### config.mk
export PLATFORM = sky130hd
export DESIGN_NAME = alu_serial_ctrl
export DESIGN_NICKNAME = d
export VERILOG_FILES = /design/src/rtl/alu_serial_pkg.sv /design/src/rtl/alu_serial_ctrl.sv
export SDC_FILE = /design/constraint.sdc
export NUM_CORES = 1
export LEC_CHECK = 0
export CAP_MARGIN = 20
export CORE_MARGIN = 1.5
export CORE_UTILIZATION = 55
export CTS_BUF_LIST = sky130_fd_sc_hd__clkbuf_2 sky130_fd_sc_hd__clkbuf_4 sky130_fd_sc_hd__clkbuf_8
export DETAILED_ROUTE_END_ITERATION = 16
export DONT_BUFFER_PORTS = 1
export MAX_ROUTING_LAYER = met4
export PLACE_DENSITY = 0.81
export SYNTH_ARGS = -nofsm -noshare
export SYNTH_HDL_FRONTEND = slang
export SYNTH_SLANG_ARGS = --single-unit
### constraint.sdc
create_clock -name clk -period 1.3 [get_ports clk]
set_input_delay 0.195 -clock clk [delete_from_list [all_inputs] [get_ports clk]]
set_output_delay 0.195 -clock clk [all_outputs]
set_load 0.02 [all_outputs]
### src/rtl/alu_serial_pkg.sv
// Shared definitions for the bit-serial ALU sequencer: op codes, FSM states, counter sizing.
package alu_serial_pkg;

  localparam logic [2:0] OP_H0  = 3'b000;
  localparam logic [2:0] OP_H1  = 3'b001;
  localparam logic [2:0] OP_H2  = 3'b010;
  localparam logic [2:0] OP_H3  = 3'b011;
  localparam logic [2:0] OP_ADD = 3'b100;
  localparam logic [2:0] OP_SUB = 3'b101;
  localparam logic [2:0] OP_MAX = 3'b101;

  typedef enum logic [1:0] {IDLE, RUN, DONE} state_t;

  function automatic int cnt_w(input int w);
    return (w < 2) ? 1 : $clog2(w);
  endfunction

endpackage

### src/rtl/alu_serial_ctrl.sv
// Bit-serial sequencer around an external 1-bit ALU slice; LSB-first, WIDTH cycles per op.
// Optional ALU_SERIAL_ERR_EN: adds err output and fast-rejects op codes above OP_MAX.
module alu_serial_ctrl
  import alu_serial_pkg::*;
#(
  parameter int WIDTH = 8
) (
  input  logic             clk,
  input  logic             rst_n,
  input  logic             start_valid,
  output logic             start_ready,
  input  logic [2:0]       op,
  input  logic [WIDTH-1:0] a,
  input  logic [WIDTH-1:0] b,
  output logic [2:0]       sel,
  output logic             a_bit,
  output logic             b_bit,
  output logic             cin_bit,
  input  logic             slice_out,
  input  logic             slice_cout,
  output logic             res_valid,
  input  logic             res_ready,
  output logic [WIDTH-1:0] result,
  output logic             carry,
`ifdef ALU_SERIAL_ERR_EN
  output logic             err,
`endif
  output logic             zero
);

  localparam int CW = cnt_w(WIDTH);

  state_t           state_q, state_d;
  logic [2:0]       op_q, op_d;
  logic [WIDTH-1:0] a_sh_q, a_sh_d, b_sh_q, b_sh_d, res_q, res_d;
  logic [CW-1:0]    cnt_q, cnt_d;
  logic             carry_q, carry_d;
`ifdef ALU_SERIAL_ERR_EN
  logic             err_q, err_d;
`endif

  always_ff @(posedge clk or negedge rst_n) begin
    if (!rst_n) begin
      state_q <= IDLE;
      op_q    <= '0;
      a_sh_q  <= '0;
      b_sh_q  <= '0;
      res_q   <= '0;
      cnt_q   <= '0;
      carry_q <= 1'b0;
`ifdef ALU_SERIAL_ERR_EN
      err_q   <= 1'b0;
`endif
    end else begin
      state_q <= state_d;
      op_q    <= op_d;
      a_sh_q  <= a_sh_d;
      b_sh_q  <= b_sh_d;
      res_q   <= res_d;
      cnt_q   <= cnt_d;
      carry_q <= carry_d;
`ifdef ALU_SERIAL_ERR_EN
      err_q   <= err_d;
`endif
    end
  end

  always_comb begin
    state_d = state_q;
    op_d    = op_q;
    a_sh_d  = a_sh_q;
    b_sh_d  = b_sh_q;
    res_d   = res_q;
    cnt_d   = cnt_q;
    carry_d = carry_q;
`ifdef ALU_SERIAL_ERR_EN
    err_d   = err_q;
`endif
    case (state_q)
      IDLE: if (start_valid) begin
        op_d    = op;
        a_sh_d  = a;
        b_sh_d  = b;
        res_d   = '0;
        cnt_d   = '0;
        carry_d = (op == OP_SUB);
        state_d = RUN;
`ifdef ALU_SERIAL_ERR_EN
        if (op > OP_MAX) begin
          carry_d = 1'b0;
          err_d   = 1'b1;
          state_d = DONE;
        end
`endif
      end
      RUN: begin
        res_d   = {slice_out, res_q[WIDTH-1:1]};
        carry_d = slice_cout;
        a_sh_d  = a_sh_q >> 1;
        b_sh_d  = b_sh_q >> 1;
        cnt_d   = cnt_q + CW'(1);
        if (cnt_q == CW'(WIDTH - 1)) state_d = DONE;
      end
      DONE: if (res_ready) begin
        state_d = IDLE;
`ifdef ALU_SERIAL_ERR_EN
        err_d   = 1'b0;
`endif
      end
      default: state_d = IDLE;
    endcase
  end

  // Slice drives are forced to zero outside RUN so the mux sees a quiet input.
  assign start_ready = (state_q == IDLE);
  assign res_valid   = (state_q == DONE);
  assign sel         = (state_q == RUN) ? op_q : 3'b000;
  assign a_bit       = (state_q == RUN) & a_sh_q[0];
  assign b_bit       = (state_q == RUN) & (b_sh_q[0] ^ (op_q == OP_SUB));
  assign cin_bit     = (state_q == RUN) & carry_q;
  assign result      = res_q;
  assign carry       = carry_q & ((op_q == OP_ADD) | (op_q == OP_SUB));
  assign zero        = (res_q == '0);
`ifdef ALU_SERIAL_ERR_EN
  assign err         = err_q;
`endif

endmodule

==> flow_metrics.tcl, run 1 <==
set metrics [dict create \
    worst_slew_pin_slew_ps 279.7 \
    syn_avg_cell_area_sq_um 11.36 \
    power_mw 5.366 \
    gr-total-overflow 0 \
    cp_max_fo 2 \
    synthDominantAreaCellType "dfrtp_1" \
    ios 43 \
    fp-row-count 18 \
    grt_max_degree 34 \
    first_pass_iters 4 \
    cts.sinks 33 \
    htreeDepth 2 \
    fp.coreArea_sq_mm 0.002522 \
    status "finished, violations left" \
    io_buffer_count 0 \
    seq_area_sq_um 830.8 \
    synthTopCellsByArea "dfrtp_1 (56%), a22oi_1 (7.1%), a22o_1 (7.1%), o21ai_1 (4.7%), nand2_1 (4.0%)" \
    syn_area_sq_mm 0.001488 \
    dp_slack_ps -41.29 \
    vias 1266 \
    async_reset_ff_share_pct 100.0 \
    relSlewSlack_pct 81.30 \
    drt-wirelength-per-cell_microns 20.15 \
    clk_pin_slew_ps 100 \
    path_cells "or4_4, nor2_4" \
    report.final.slew_viol_count 0 \
    grt_pass1_vias 1152 \
    slowest_delay_ps 550 \
    dp_hpwl_microns 2123 \
    violations "setup timing" \
    ys_seq_area_share_pct 55.51 \
    layout.cells.non_filler 202 \
    start_kind "register" \
    drv_cap 0 \
    power_density_mw_per_mm2 2557 \
    postLayoutCoreUtil_pct 83.18 \
    synthFlopType "dfrtp_1" \
    final_nets 198 \
    cp.required_ps 1110 \
    dp_cells 173 \
    max_freq_mhz 606.5 \
    drt-vias-per-instance 6.267 \
    grtUsageTotal_pct 28.44 \
    critical_path_class "reg -> out" \
    worst_clock_skew_ps 8.081 \
    nFillCells 140 \
    fin_crit_ps 1649 \
    diodes 0 \
    drc 0 \
    drt_iter0_drc 37 \
    hold_path.class "in -> reg" \
    synthesis.instances 131 \
    initial_core_util_pct 58.98 \
    drive_above_1_share_pct 47.67 \
    worst_setup_path_end_kind "primary output" \
    fp.dieW_microns 55.01 \
    synth-seq-cells 33 \
    fin_setup_tns_ps -2747 \
    antenna_found_initial 0 \
    numCtsBuffers 5 \
    synth_edf_count 0 \
    multi_input_area_sq_um 737.0 \
    cts-root-buf "clkbuf_4" \
    critical_path_arrival_ps 1450 \
    clk_path_buf_depth 2 \
    p_leak_nw 0.9875 \
    cts_tree "yes" \
    synth_top_area_share_pct 55.51 \
    routabilityCongestion 0.7836 \
    synth_nets 158 \
    grt_pass1_wl_microns 5520 \
    yosysUniqueCellTypes 26 \
    timing.final.crit_share_pct 126.8 \
    worst_slack_ps -348.7 \
    die_area_sq_mm 0.003026 \
    drt_wl_total_microns 4070 \
    hold_violations 0 \
    worst_path_max_delay_cell "or4_4" \
    clock_latency_ps 350 \
    area_delta_synth_final_pct 41.04 \
    yosys_warnings 0 \
    timing.final.setup_violations 26 \
    ant_nets 0 \
    rsz0062_at_grt "yes" \
    peakVddDrop_mv 1.865 \
    dieHeight_microns 55.01 \
]
timing repair:
item / 4_1_cts / 5_1_grt
hold buffers: 8 / 0
gates cloned: 1 / 0
pin swaps: 6 / 15
gates resized for setup: 26 / 26
hold endpoints to repair: 39 / 0
endpoints found under the setup margin: 21 / 35
buffers inserted: 11 / 3
metrics by stage:
stage          cell area, sq um  hold WS [ps]
2_1_floorplan              1511        -100.6
3_3_place_gp               1677        -99.68
3_5_place_dp               1677        -99.81
4_1_cts                    2006         13.95
5_1_grt                    2098         12.72
6_report                   2098         29.43
layout make-up:
class,instances,share of cell area (%)
sequential,33,39.59
tap,30,1.789
multi-input combinational,87,35.12
clock buffer,7,3.101
inverter,3,0.5367
timing repair buffer,41,19.62
clock inverter,1,0.2385
layout by cell type (no fill, tap or decap), types with 2 or more instances in the layout:
| cell | synthesis | final |
|---|---|---|
| buf_12 | 0 | 3 |
| o21ai_1 | 14 | 8 |
| a22o_1 | 12 | 12 |
| buf_6 | 0 | 13 |
| o21bai_4 | 1 | 2 |
| ha_1 | 2 | 2 |
| nand2_1 | 16 | 6 |
| and2_4 | 0 | 6 |
| nor2_4 | 0 | 2 |
| clkbuf_8 | 0 | 2 |
| o21ai_2 | 0 | 6 |
| dfrtp_2 | 0 | 4 |
| mux2_4 | 0 | 3 |
| nor2b_4 | 0 | 2 |
| nand2_4 | 0 | 2 |
| nand2_2 | 0 | 8 |
| dfrtp_1 | 33 | 29 |
| buf_4 | 4 | 18 |
| clkbuf_4 | 0 | 5 |
| inv_1 | 3 | 3 |
| dlygate4sd3_1 | 0 | 7 |
| a22oi_1 | 14 | 14 |
| or4_4 | 0 | 2 |
path summary, 6_finish.rpt:
kind | end | start | cells past startpoint | slack (ps)
max | zero | result[0] | 2 | -350
min reg2reg | a_sh_q[0] | a_sh_q[0] | 2 | 500
min in group asynchronous | a_sh_q[3] | rst_n | 2 | 280
max in group asynchronous | state_q[1] | rst_n | 2 | 830
min | a_sh_q[5] | a[5] | 2 | 30
max reg2reg | op_q[1] | state_q[1] | 5 | -160
critical path: cells and delay by family (launching register included):
family,cells,cell delay (ps)
flip-flops,1,390
AND/OR/NAND/NOR,2,730
flip-flops by register name, indices dropped and copies added, names as in the netlist:
| signal | count |
|---|---|
| carry_q | 1 |
| op_q | 3 |
| b_sh_q | 8 |
| state_q | 2 |
| result | 8 |
| a_sh_q | 8 |
| cnt_q | 3 |
Yosys cell counts, drive strengths merged, types with 2 or more instances:
cell and count:
a22o 12, a22oi 14, and2 6, buf 9, dfrtp 33, ha 2
inv 3, mux2 4, nand2 16, nor2 3, nor2b 2, o21ai 15
or4 2
layer usage:
metal / global-route usage (%) / up-vias / wire length [microns]
li1: - / 563 / -
met1: 33.39 / 651 / 1734
met2: 42.06 / 48 / 2067
met3: 12.10 / 4 / 231
met4: 13.82 / 0 / 37
met5: - / - / 0
kinds of logic after synthesis:
| kind of cell | after synthesis | share of synthesized area [%] |
|---|---|---|
| flops | 33 | 55.51 |
| mux | 4 | 3.028 |
| simple gates | 34 | 12.70 |
| xor+xnor | 1 | 0.5888 |
| compound gates | 45 | 22.04 |
| buf+inv | 12 | 4.457 |
| fa+ha+maj | 2 | 1.682 |
report_power, final:
group	internal (mW)	total (mW)	leakage [nW]	switching (mW)
clock	0.313	0.667	0.0413	0.354
sequential	1.46	1.79	0.418	0.328
combinational	1.47	2.91	0.528	1.43
Note: power is estimated with default switching activity, not from simulation.
==> run 2, diff against run 1 <==
--- a/config.mk
+++ b/config.mk
@@ -7,12 +7,14 @@
 export LEC_CHECK = 0
 export CAP_MARGIN = 20
 export CORE_MARGIN = 1.5
-export CORE_UTILIZATION = 55
+export CORE_UTILIZATION = 42
 export CTS_BUF_LIST = sky130_fd_sc_hd__clkbuf_2 sky130_fd_sc_hd__clkbuf_4 sky130_fd_sc_hd__clkbuf_8
 export DETAILED_ROUTE_END_ITERATION = 16
 export DONT_BUFFER_PORTS = 1
+export HOLD_SLACK_MARGIN = 0.1
 export MAX_ROUTING_LAYER = met4
-export PLACE_DENSITY = 0.81
+export PLACE_DENSITY = 0.67
+export SKIP_CTS_REPAIR_TIMING = 1
 export SYNTH_ARGS = -nofsm -noshare
 export SYNTH_HDL_FRONTEND = slang
 export SYNTH_SLANG_ARGS = --single-unit
==> run 2 against run 1 <==
The flow still finishes with violations (setup timing). Non-clock buffer count up 23. Clock power fell by 17%. Hold slack improved by 69 ps. Maximum frequency shrank 0.64%. Design area rose by 16%. Global-route usage decreased by 11 points. Clock skew increased by 2.7 ps. Total power is 9.5% higher. Wire length up 3.3%. Die area increased by 29%. Critical endpoint unchanged.
==> flow_metrics.tcl, run 2 (same netlist as run 1, synthesis figures left out) <==
set metrics [dict create \
    rsz0062_at_grt "yes" \
    critical_path_class "reg -> out" \
    antenna_found_initial 0 \
    start_kind "register" \
    final_area_sq_mm 0.002435 \
    fp-row-count 21 \
    power_mw 5.874 \
    routabilityCongestion 0.7221 \
    dieHeight_microns 62.52 \
    max_freq_mhz 602.7 \
    regToRegSetupSlack_ps -100 \
    numCtsBuffers 5 \
    reg2reg_to "result[6]" \
    worst_clock_skew_ps 10.79 \
    cp-endpoint "zero" \
    cp.required_ps 1110 \
    reg2reg_depth 5 \
    die_area_sq_mm 0.003908 \
    fin_setup_tns_ps -3243 \
    fin_crit_ps 1659 \
    relSlewSlack_pct 76.98 \
    io_buffer_count 0 \
    cp-startpoint "result[0]" \
    worst_path_max_delay_cell "or4_4" \
    gr-total-overflow 0 \
    status "finished, violations left" \
    peakVddDrop_mv 1.096 \
    layout.cells.most_common_list "dfrtp_1 (30), buf_4 (23), dlygate4sd3_1 (21)" \
    grt_pass1_wl_microns 5126 \
    p_leak_nw 1.151 \
    drt_wl_total_microns 4203 \
    power_density_mw_per_mm2 2412 \
    path_cells "or4_4, nor2_4" \
    drc 0 \
    clk_path_buf_depth 2 \
    cts_tree "yes" \
    htreeDepth 2 \
    grtUsageTotal_pct 17.26 \
    final_nets 221 \
    cts-root-buf "clkbuf_4" \
    drive_above_1_share_pct 51.55 \
    drv_cap 0 \
    violations "setup timing" \
    ios 43 \
    diodes 0 \
    worst_setup_path_end_kind "primary output" \
    cts.sinks 33 \
    placed_cell_area_sq_mm 0.001689 \
    drt-vias-per-instance 5.492 \
    worst_slack_ps -359.3 \
    layout_commonest_cell "dfrtp_1" \
    layout.cells.non_filler 240 \
    report.final.slew_viol_count 0 \
    grt_pass1_vias 1092 \
    clock_latency_ps 330 \
    worst_slew_pin_slew_ps 344.9 \
    vias 1318 \
    cp_max_fo 2 \
    hold_path.class "in -> reg" \
    hold_violations 0 \
    timing.final.crit_share_pct 127.6 \
    area_delta_synth_final_pct 63.67 \
    clk_pin_slew_ps 100 \
    fp.dieW_microns 62.52 \
    timing.rr.start "state_q[0]" \
    dp_cells 188 \
    drt-wirelength-per-cell_microns 17.51 \
    fp.coreArea_sq_mm 0.003363 \
    slowest_delay_ps 550 \
    drt_iter0_drc 54 \
    dp_hpwl_microns 2167 \
    grt_max_degree 34 \
    initial_core_util_pct 44.23 \
    first_pass_iters 4 \
    critical_path_arrival_ps 1460 \
    timing.final.setup_violations 32 \
    ant_nets 0 \
]
-- run 2: cell count changes in the layout (fill, tap and decap cells not counted), sizes merged --
| cell | previous run | this run |
|---|---|---|
| dlygate4sd3 | 7 | 21 |
| buf | 34 | 40 |
| clkbuf | 7 | 9 |
-- run 2: routing by layer --
layer	routed length (microns)	GRT usage, %	vias up	part of all wire [%]
li1	-	-	607	-
met1	1680	20.88	657	40
met4	45	7.500	0	1.1
met3	234	5.045	9	5.6
met2	2243	27.02	45	53
met5	0	-	-	0
-- run 2: how the worst min path moves through the flow --
| stage | from | endpoint | depth (start not counted) |
|---|---|---|---|
| floorplan | rst_n | a_sh_q[0] | 0 |
| global placement | rst_n | carry_q | 0 |
| detailed placement | rst_n | carry_q | 0 |
| CTS | rst_n | result[4] | 0 |
| global route | res_ready | state_q[1] | 2 |
| finish | res_ready | state_q[1] | 2 |
-- run 2: report_power, final --
part / total (mW) / internal (mW) / switching, mW
Sequential: 1.82 / 1.46 / 0.358
Clock: 0.554 / 0.220 / 0.334
Combinational: 3.50 / 1.92 / 1.58
-- run 2: final cells by class --
cell class                 count  area [sq um]
multi-input combinational     87         807.0
timing repair buffer          64         679.4
clock inverter                 1         5.005
tap                           46         57.56
clock buffer                   6         45.04
fill                         239         928.4
inverter                       3         11.26
sequential                    33         829.5
-- run 2: stage by stage --
stage,worst slack (ps),util [%],hold slack (ps)
detailed placement,-7.561,50.22,-99.68
global route,-409.3,72.40,101.1
CTS,-380.1,51.71,-469.0
global placement,6.393,50.22,-99.56
floorplan,-66.86,-,-100.6
finish,-359.3,72.40,98.36
-- run 2: critical path: cells and delay by family, from the launching register on --
family           cells  cell delay, ps
and+or+nand+nor      2             730
DFF                  1             400
==> run 3, diff against run 2 <==
--- a/config.mk
+++ b/config.mk
@@ -5,6 +5,7 @@
 export SDC_FILE = /design/constraint.sdc
 export NUM_CORES = 1
 export LEC_CHECK = 0
+export ABC_AREA = 1
 export CAP_MARGIN = 20
 export CORE_MARGIN = 1.5
 export CORE_UTILIZATION = 42
==> run 3 against run 2 <==
Critical path type unchanged. Area after synthesis up 7.5%. Setup slack better by 230 ps. Synthesized cell count increased by 61%. Global-route usage increased by 0.62 points. Hold slack worse by 21 ps. The run still ends with setup timing left. First-iteration DRC count up 57%. Die area up 7.1%. Via count grew 7.8%. Clock-buffer cell count increased by 1. Sequential share of layout area is 4.3 points higher. Highest routed layer unchanged. Flip-flop and latch count unchanged.
==> flow_metrics.tcl, run 3 <==
set metrics [dict create \
    drt_wl_total_microns 3595 \
    synth_nets 238 \
    drive_above_1_share_pct 25.69 \
    synth-seq-cells 33 \
    fp.dieW_microns 64.70 \
    report.final.slew_viol_count 0 \
    dieHeight_microns 64.70 \
    layout.cells.non_filler 301 \
    drc 0 \
    crit_family "flip-flops" \
    hold_violations 0 \
    synthesis.instances 211 \
    syn_area_sq_mm 0.001599 \
    grtUsageTotal_pct 17.88 \
    clk_pin_slew_ps 70 \
    synth_common_cells "nand2_1 (111), dfrtp_1 (33), inv_1 (16)" \
    critical_path_class "reg -> out" \
    rsz0062_at_grt "yes" \
    hp-start "op[2]" \
    ios 43 \
    critical_path_arrival_ps 1240 \
    numCtsBuffers 5 \
    io_buffer_count 0 \
    antenna_found_initial 0 \
    cts_tree "yes" \
    reg2reg_to "result[2]" \
    routabilityCongestion 0.8773 \
    worst_setup_path_end_kind "primary output" \
    regToRegSetupSlack_ps 70 \
    ant_nets 0 \
    fin_setup_tns_ps -803.6 \
    status "finished, violations left" \
    multi_input_area_sq_um 708.2 \
    drt-wirelength-per-cell_microns 11.94 \
    min_path_cells 2 \
    htreeDepth 2 \
    synth_most_common_cell "nand2_1" \
    grt_pass1_vias 1292 \
    die_area_sq_mm 0.004186 \
    fp.coreArea_sq_mm 0.003661 \
    clock_latency_ps 280 \
    grt_pass1_wl_microns 5499 \
    initial_core_util_pct 43.68 \
    worst_path_max_delay_cell "dfrtp_1" \
    path_buf_inv 3 \
    layout_commonest_cell "nand2_1" \
    timing.final.setup_violations 7 \
    postLayoutCoreUtil_pct 59.19 \
    syn_avg_cell_area_sq_um 7.578 \
    first_pass_iters 4 \
    slowest_delay_ps 410 \
    fin_crit_ps 1433 \
    synthDominantAreaCellType "dfrtp_1" \
    power_density_mw_per_mm2 2573 \
    path_cells "inv_2, nand2_4, buf_8, nor2_4, buf_6" \
    power_mw 5.577 \
    drt_iter0_drc 85 \
    worst_clock_skew_ps 2.436 \
    synthFlopType "dfrtp_1" \
    synth_edf_count 0 \
    timing.final.crit_share_pct 110.2 \
    worst_slew_pin_slew_ps 256.8 \
    fp-row-count 22 \
    placed_cell_area_sq_mm 0.001763 \
    start_kind "register" \
    p_leak_nw 1.157 \
    violations "setup timing" \
    layout.cells.most_common_list "nand2_1 (111), dfrtp_1 (29), buf_4 (21)" \
    dp_slack_ps 91.80 \
    dp_hpwl_microns 2318 \
    synthTopCellsByArea "dfrtp_1 (52%), nand2_1 (26%), inv_1 (3.8%), nor2_1 (3.1%), o21ai_0 (2.8%)" \
    hold_ws_ps 77.08 \
    dp_cells 273 \
    peakVddDrop_mv 1.168 \
    synth_top_area_share_pct 51.64 \
    yosysUniqueCellTypes 20 \
    worstHoldEndpoint "op_q[2]" \
    area_delta_synth_final_pct 35.52 \
    worst_slack_ps -132.6 \
    seq_area_sq_um 830.8 \
    final_area_sq_mm 0.002167 \
    cts.sinks 33 \
    cts-root-buf "clkbuf_8" \
    max_freq_mhz 698.0 \
    hold_path.class "in -> reg" \
    async_reset_ff_share_pct 100.0 \
    cp_num_cells 5 \
    reg2reg_depth 5 \
    grt_max_degree 34 \
    yosys_warnings 0 \
    final_nets 279 \
    diodes 0 \
    cp_max_fo 6 \
    gr-total-overflow 0 \
    nFillCells 343 \
    drv_cap 0 \
    cp.required_ps 1110 \
    ys_seq_area_share_pct 51.64 \
    vias 1421 \
    timing.rr.start "state_q[0]" \
    drt-vias-per-instance 4.721 \
    relSlewSlack_pct 82.88 \
    clk_path_buf_depth 2 \
]
## run 3: cell types whose count changed after synthesis, moves of 3 or more
| cell | before | now |
|---|---|---|
| buf_6 | 0 | 3 |
| a22oi_1 | 14 | 0 |
| and2_1 | 6 | 0 |
| nand3_1 | 0 | 5 |
| o21ai_0 | 1 | 9 |
| mux2_1 | 3 | 0 |
| a22o_1 | 12 | 0 |
| o21ai_1 | 14 | 2 |
| inv_1 | 3 | 16 |
| nor2_1 | 3 | 13 |
| nand2_1 | 16 | 111 |
## run 3: cells by family after synthesis
family / count (synthesis) / share of synthesized area [%]
and+or+nand+nor: 134 / 32.55
DFF: 33 / 51.64
adders and majority gates: 2 / 1.565
buffers and inverters: 26 / 8.372
AOI/OAI and AO/OA: 16 / 5.869
## run 3: area by class of cell
class / count / area share [%]
repair buffers: 42 / 18.30
clock inverters: 1 / 0.2309
multi-input cells: 152 / 32.68
flip-flops and latches: 33 / 38.34
inverters: 18 / 3.233
clock buffers: 7 / 4.446
well taps: 48 / 2.771
## run 3: worst max-delay path by stage
stage          startpoint   endpoint  slack [ps]
4_1_cts        state_q[1]     sel[1]        -210
5_1_grt        state_q[1]     sel[0]        -200
3_3_place_gp   state_q[0]  a_sh_q[6]         120
6_report       state_q[1]    cin_bit        -130
2_1_floorplan  state_q[1]      a_bit          30
3_5_place_dp   state_q[0]  a_sh_q[5]          90
## run 3: power by group
group / total [mW] / switching, mW / internal [mW]
clock: 0.848 / 0.369 / 0.478
sequential: 1.81 / 0.337 / 1.48
combinational: 2.91 / 1.65 / 1.27
total: 5.58 / 2.35 / 3.22
## run 3: layer usage
layer	track usage [%]	vias up	share of wire, %
li1	-	720	-
met2	28.87	38	51
met5	-	-	0
met1	20.11	657	42
met4	7.979	0	1.9
met3	6.076	6	5.0
